[src/rtl/ddr3_cmd_burst_gen.sv]
// DDR3 command front end: per-bank open-row table and RD/WR burst expansion
// into beat addresses for a single-clock dual-port model RAM.
module ddr3_cmd_burst_gen #(
  parameter int DATA_WIDTH = 8,
  parameter int ADDR_WIDTH = 36,
  parameter int BL         = 8,
  parameter int WL         = 5,
  parameter int RL         = 6
) (
  input  logic                  clk,
  input  logic                  rst_n,
  input  logic                  cmd_valid_i,
  output logic                  cmd_ready_o,
  input  logic [2:0]            cmd_i,
  input  logic [2:0]            cmd_bank_i,
  input  logic [15:0]           cmd_addr_i,
  output logic                  wdata_req_o,
  input  logic [DATA_WIDTH-1:0] wdata_i,
  output logic                  ram_we_o,
  output logic [ADDR_WIDTH-1:0] ram_waddr_o,
  output logic [DATA_WIDTH-1:0] ram_di_o,
  output logic [ADDR_WIDTH-1:0] ram_raddr_o,
  input  logic [DATA_WIDTH-1:0] ram_dout_i,
  output logic [DATA_WIDTH-1:0] rdata_o,
  output logic                  rdata_valid_o,
  output logic                  cmd_err_o
);
  localparam int CW = 8;
  localparam logic [2:0] C_ACT = 3'd1, C_RD = 3'd2, C_WR = 3'd3, C_PRE = 3'd4;
  localparam logic [CW-1:0] WR_FIRST = CW'(WL - 1);
  localparam logic [CW-1:0] WR_LAST  = CW'(WL + BL - 2);
  localparam logic [CW-1:0] WR_END   = CW'(WL + BL - 1);
  localparam logic [CW-1:0] RD_FIRST = CW'(RL - 1);
  localparam logic [CW-1:0] RD_LAST  = CW'(RL + BL - 2);
  localparam logic [CW-1:0] RD_END   = CW'(RL + BL - 1);
  localparam logic [15:0]   BMASK    = 16'(BL - 1);

  typedef enum logic [1:0] {IDLE, LAT, BURST} state_e;

  state_e                  state_q, state_d;
  logic [CW-1:0]           cnt_q, cnt_d;
  logic                    is_wr_q, is_wr_d;
  logic [2:0]              bank_q, bank_d;
  logic [15:0]             row_q, row_d, col_q, col_d;
  logic [7:0]              open_q, open_d;
  logic [7:0][15:0]        rowtab_q, rowtab_d;
  logic                    err_q, err_d;
  logic                    we_q, rv_q;
  logic [ADDR_WIDTH-1:0]   waddr_q, raddr_q;
  logic [DATA_WIDTH-1:0]   di_q;

  logic                    busy, wr_win, rd_win, accept;
  logic [CW-1:0]           beat;
  logic [15:0]             beat_col;
  logic [ADDR_WIDTH-1:0]   beat_addr;

  // cnt_q equals the cycle number relative to the accept cycle while busy
  assign busy      = (state_q != IDLE);
  assign wr_win    = busy &  is_wr_q & (cnt_q >= WR_FIRST) & (cnt_q <= WR_LAST);
  assign rd_win    = busy & ~is_wr_q & (cnt_q >= RD_FIRST) & (cnt_q <= RD_LAST);
  assign beat      = is_wr_q ? (cnt_q - WR_FIRST) : (cnt_q - RD_FIRST);
  assign beat_col  = (col_q & ~BMASK) | ((col_q + 16'(beat)) & BMASK);
  assign beat_addr = ADDR_WIDTH'({1'b0, bank_q, row_q, beat_col});
  assign accept    = cmd_valid_i & cmd_ready_o;

  always_comb begin
    state_d  = state_q;
    cnt_d    = cnt_q;
    is_wr_d  = is_wr_q;
    bank_d   = bank_q;
    row_d    = row_q;
    col_d    = col_q;
    open_d   = open_q;
    rowtab_d = rowtab_q;
    err_d    = 1'b0;
    case (state_q)
      IDLE: begin
        if (accept) begin
          case (cmd_i)
            C_ACT: begin
              err_d                = open_q[cmd_bank_i];
              open_d[cmd_bank_i]   = 1'b1;
              rowtab_d[cmd_bank_i] = cmd_addr_i;
            end
            C_PRE: begin
              if (cmd_addr_i[10]) open_d = '0;
              else                open_d[cmd_bank_i] = 1'b0;
            end
            C_RD, C_WR: begin
              if (!open_q[cmd_bank_i]) begin
                err_d = 1'b1;
              end else begin
                bank_d  = cmd_bank_i;
                row_d   = rowtab_q[cmd_bank_i];
                col_d   = cmd_addr_i;
                is_wr_d = (cmd_i == C_WR);
                cnt_d   = CW'(1);
                state_d = LAT;
              end
            end
            default: ;
          endcase
        end
      end
      LAT: begin
        cnt_d = cnt_q + CW'(1);
        if ((cnt_q + CW'(1)) >= (is_wr_q ? WR_FIRST : RD_FIRST)) state_d = BURST;
      end
      BURST: begin
        cnt_d = cnt_q + CW'(1);
        if (cnt_q == (is_wr_q ? WR_END : RD_END)) begin
          state_d = IDLE;
          cnt_d   = '0;
        end
      end
      default: state_d = IDLE;
    endcase
  end

  always_ff @(posedge clk or negedge rst_n) begin
    if (!rst_n) begin
      state_q  <= IDLE;
      cnt_q    <= '0;
      is_wr_q  <= 1'b0;
      bank_q   <= '0;
      row_q    <= '0;
      col_q    <= '0;
      open_q   <= '0;
      rowtab_q <= '0;
      err_q    <= 1'b0;
      we_q     <= 1'b0;
      rv_q     <= 1'b0;
      waddr_q  <= '0;
      raddr_q  <= '0;
      di_q     <= '0;
    end else begin
      state_q  <= state_d;
      cnt_q    <= cnt_d;
      is_wr_q  <= is_wr_d;
      bank_q   <= bank_d;
      row_q    <= row_d;
      col_q    <= col_d;
      open_q   <= open_d;
      rowtab_q <= rowtab_d;
      err_q    <= err_d;
      we_q     <= wr_win;
      rv_q     <= rd_win;
      if (wr_win) begin
        waddr_q <= beat_addr;
        di_q    <= wdata_i;
      end
      if (rd_win) raddr_q <= beat_addr;
    end
  end

  // read address is presented combinationally so the registered RAM returns data one cycle later
  assign ram_raddr_o   = rd_win ? beat_addr : raddr_q;
  assign cmd_ready_o   = rst_n & ~busy;
  assign wdata_req_o   = wr_win;
  assign ram_we_o      = we_q;
  assign ram_waddr_o   = waddr_q;
  assign ram_di_o      = di_q;
  assign rdata_o       = ram_dout_i;
  assign rdata_valid_o = rv_q;
  assign cmd_err_o     = err_q;
endmodule

[config.mk]
export PLATFORM = sky130hd
export DESIGN_NAME = ddr3_cmd_burst_gen
export DESIGN_NICKNAME = d
export VERILOG_FILES = /design/src/rtl/ddr3_cmd_burst_gen.sv
export SDC_FILE = /design/constraint.sdc
export NUM_CORES = 1
export LEC_CHECK = 0
export ABC_AREA = 1
export ABC_CLOCK_PERIOD_IN_PS = 2450
export CORE_ASPECT_RATIO = 0.75
export CORE_MARGIN = 4
export CORE_UTILIZATION = 45
export CTS_CLUSTER_SIZE = 30
export DETAILED_ROUTE_END_ITERATION = 8
export GPL_TIMING_DRIVEN = 0
export PLACE_DENSITY_LB_ADDON = 0.15
export SYNTH_ARGS = -nofsm -noshare
export SYNTH_HDL_FRONTEND = slang
export SYNTH_SLANG_ARGS = --single-unit
[constraint.sdc]
create_clock -name clk -period 2.45 [get_ports clk]
set_clock_uncertainty 0.2 [all_clocks]
set_input_delay 0.49 -clock clk [delete_from_list [all_inputs] [get_ports clk]]
set_output_delay 0.49 -clock clk [all_outputs]
set_load 0.02 [all_outputs]
* Word level (Yosys, flattened, before mapping)
Cells that the tools add are included.
** Operators by class
- $add $sub $neg :: 4
- $lt $le $gt $ge :: 7
- Eq/ne operators :: 12
- Multiplexer cells :: 30
- Bitwise logic cells :: 14
- Reduce and logical (&&, ||, !) cells :: 11
** Operator list (count)
- $bwmux 128 :: 1
- $bmux 16 s3 :: 1
- $demux 16 s3 :: 1
- $mux 8 :: 5
- $mux 36 :: 1
- $mux 16 :: 2
- $pmux 8 s3 :: 1
- $ge 8x3->1 const B :: 2
- $le 8x4->1 const B :: 2
- $or 16x3->16 :: 1
- $pmux 8 s2 :: 1
- $mux 2 :: 5
- $add 8x1->8 const B :: 1
- $and 1x1->1 :: 8
- $and 8x8->8 :: 1
- $eq 8x4->1 :: 1
- $ge 8x3->1 :: 1
- $ne 2x2->1 const B :: 4
- $not 8->8 :: 1
- $or 8x8->8 :: 1
- $reduce_and 4->1 :: 2
- $mux 1 :: 7
- $eq 3x2->1 const B :: 2
- $pmux 2 s3 :: 1
- 21 further kinds :: 25
** Storage, ports and cells
- Register bits :: 264
- Input port bits :: 41
- Output and inout bits :: 93
- Logic and storage cells :: 99

* Depth between registers and ports, before layout
- Depth in word-level cells :: 8
- Mapped depth :: 13
- Gate-level depth less buffers :: 13

* Least setup slack after synthesis
OpenSTA, ideal clock, no wires.
- Kind :: reg-to-output
- Start :: register cnt_q[0]
- End :: output ram_raddr_o[2]
- Arrival :: 2.077 ns
- Data required time :: 1.760 ns
- Slack :: -0.317 ns
- Cell stages (with the launch flop) :: 8
- Path buffers :: 0
- Path through :: dfrtp_1 inv_1 ha_1 o21ai_0 fa_1 xor2_1 xor2_1 a21oi_1
** On the way
- Cells in the longest elaborated chain, start to end :: 5
- Elaborated cells on any way between the ends :: 10
- Classes of those cells :: 3 x add/sub; 2 x order compare; 2 x mux; 3 x bitwise
** Ends and longest elaborated chain
- from (decl) :: line 41 : logic [CW-1:0] cnt_q, cnt_d;
- from (signal assigned) :: line 138 : cnt_q <= cnt_d;
- $sub 3x3->3 :: line 61 : assign beat = is_wr_q ? (cnt_q - WR_FIRST) : (cnt_q - RD_FIRST);
- $mux 3 :: line 61
- $add 3x3->3 :: line 62 : assign beat_col = (col_q & ~BMASK) | ((col_q + 16'(beat)) & BMASK);
- $or 16x3->16 :: line 62
- $mux 36 *
- to (decl) :: line 22 : output logic [ADDR_WIDTH-1:0] ram_raddr_o,
Mark *: on every way between the ends. The rest lies on a longest branch, timed or not.

* Worst setup path after layout
Same ends and word-level chain as after synthesis.

==> metrics.csv <==
metric,value,unit
hold slack,245,ps
final instance area,14900,sq um
Post-DRT Antenna Nets,0,
Tot Pwr,13.8,mW
worst hold path endpoint,open_q[6],
placed cell count,1821,
Layout area overhead,31.1,%
relative slew slack,58.1,%
root buf cell,clkbuf_16,
share of cells above drive strength 1,15.7,%
total grt overflow,0,
PD cells,925,nW/um^2
cell area after synthesis,11400,sq um
Critical Path Start Type,register,
number of maximum-capacitance violations,0,
Residual DRC,0,
clk slew on worst S/H paths,60,ps
H-tree depth,1,
clk buf depth,3,
Syn Area/Cell,8.40,sq um
vias in the first global route,9796,
Post-Place Cell Area,13200,sq um
first-pass GRT wire length,53.4,mm
WP data arrival,2430,ps
Die Wd,192,um
setup TNS,-19000,ps
# diodes,0,
fin util,59.9,%
setup violators final,37,
total CTS buffers,27,
required time worst endpoint,1760,ps
failing checks,negative setup slack,
Core ar.,25000,sq um
pin count of the biggest net entering global routing,115,
grt met3 use,3.62,%
status,"complete, but fails checks",
Detailed Route Iter0 Violations,643,
DR vias,9953,
routed wire length,33.8,mm
initial antenna violation count,0,
Area contributors post-synth,"dfrtp_1, nand2_1, o21ai_0",
final period utilization,127,%
Achievable Freq,321,MHz
Total Nets Final,1596,
clock sinks,264,
Leakage,7.19,nW
post-synth top area cell,dfrtp_1,
CTS tree,done,
setup repair after global routing missed its margin,yes,
dpl ws,-799,ps
Max VDD drop,645,uV
DIE HEIGHT,146,um
GP Congestion,0.828,
Final Non-Filler Cells,1902,
worst r2r path cells,11,
GRT Overall Usage,23.8,%
Worst Max-Slew Pin Slew,629,ps
die outline area,28000,sq um
Syn Nets,1410,
port bufs,123,
CP Class,register to output port,
most used routing layer,met1,
"commonest cells after routing, fill and taps aside","nand2_1, dfrtp_1, o21ai_0, clkdlybuf4s50_1, inv_1",
top cell type's share of synthesized area,57.9,%
Crit. End Element,output port,
CP Max Fanout,4,
worst-skew pair later-pin latency,540,ps
synth unique cells,31,
final worst slack,-670,ps
Reg2Reg Setup Slack,180,ps
Filler cells,2154,
Rows,50,
reg2reg end,rowtab_q[114],
boundary pin count,134,
via/cell ratio,5.23,
sequential area share after synthesis,57.9,%
Initial Util,45.7,%
met1 Track Usage GR,37.2,%
Worst Hold Class,input pin to register,
DRT Pass-1 Iters,5,
Seq cells post-synth,264,
most common library cell in the layout ignoring fill and taps,nand2_1,
Hold Path Depth,4,
hold path startpoint,cmd_bank_i[1],
Final Hold Viols,0,
met2 usage,36.1,%
Mapped Cells,1358,
R2R Path Start,state_q[0],
hpwl dp,23.6,mm
Final Max Slew Viols,0,
Yosys Warn Count,0,
Avg WL per Cell,17.8,um
fin crit period,3120,ps
## how the worst max path moves through the flow
stage	startpoint	to
after global routing	cnt_q[0]	ram_raddr_o[2]
after floorplan	is_wr_q	ram_raddr_o[2]
after CTS	cnt_q[0]	ram_raddr_o[2]
after detailed placement	cnt_q[0]	ram_raddr_o[19]
after global placement	rst_n	cnt_q[1]
final	cnt_q[0]	ram_raddr_o[2]
## metal layers
layer / vias to the layer above / wire (um)
met2: 287 / 15000
met5: - / 0
li1: 4699 / -
met1: 4934 / 16300
met4: 0 / 404
met3: 33 / 2070
## logic make-up (layout without fill, tap and decap cells)
group           count (synthesis)  after routing  synth area share [%]
simple gates                  605            605                  20.6
xor+xnor                        3              3                 0.230
compound gates                306            306                  13.6
buf+inv                       168            374                  6.41
fa+ha+maj                      11             11                  1.27
other cells                     1              1                0.0329
flops                         264            264                  57.9
## critical path, cell delays in order (launching register included)
cell and delay (ps):
dfrtp_2 430, inv_4 70, ha_4 270, o21ai_2 60
fa_2 370, xor2_2 170, xor2_2 200, a21oi_2 180
buf_6 140
## cell usage after synthesis
master and n:
a21oi_1 95, clkinv_1 1, xnor2_1 1, a22oi_1 2
o22ai_1 1, nand2_4 2, nand3b_1 4, fa_1 1
nand4_1 3, ha_1 10, buf_6 2, conb_1 1
nor2_4 1, buf_1 2, nand2_1 491, buf_4 13
buf_2 29, dfrtp_1 264, o21ai_1 22, nand3_1 19
o21bai_1 1, nor3_1 2, nor2_1 82, a21boi_0 1
clkbuf_1 34, nand2_2 1, xor2_1 2, o21a_1 2
o21ai_0 182, inv_2 6, inv_1 81
## what timing repair did
item                       4_1_cts  5_1_grt
hold endpoints to repair        51        0
pin swaps                        9       12
gates resized for setup        270       77
setup endpoints to repair       38       63
hold buffers                     2        0
cloned                           1        0
setup buffers                   17       14
## final cells by class
class	count	area (sq um)	area share, %
sequential	264	6610	44.2
multi-input combinational	926	4510	30.2
timing repair buffer	158	1630	10.9
clock buffer	37	803	5.37
buffer	79	485	3.25
tap	338	423	2.83
inverter	88	340	2.28
clock inverter	12	146	0.979
## where the power goes
part	leakage [nW]	switching [mW]	internal (mW)	total [mW]
clock network	0.466	1.76	2.60	4.36
logic	3.21	2.32	1.70	4.02
registers	3.52	0.350	5.10	5.45
total	7.19	4.43	9.40	13.8
## state kept, by name (all words and copies together) (netlist names), 2 cells and up
signal and count:
ram_waddr_o 35, ram_di_o 8, rowtab_q 128, col_q 16, bank_q 3, row_q 16
state_q 2, raddr_q 36, cnt_q 8, open_q 8
(Power assumes the default switching activity.)
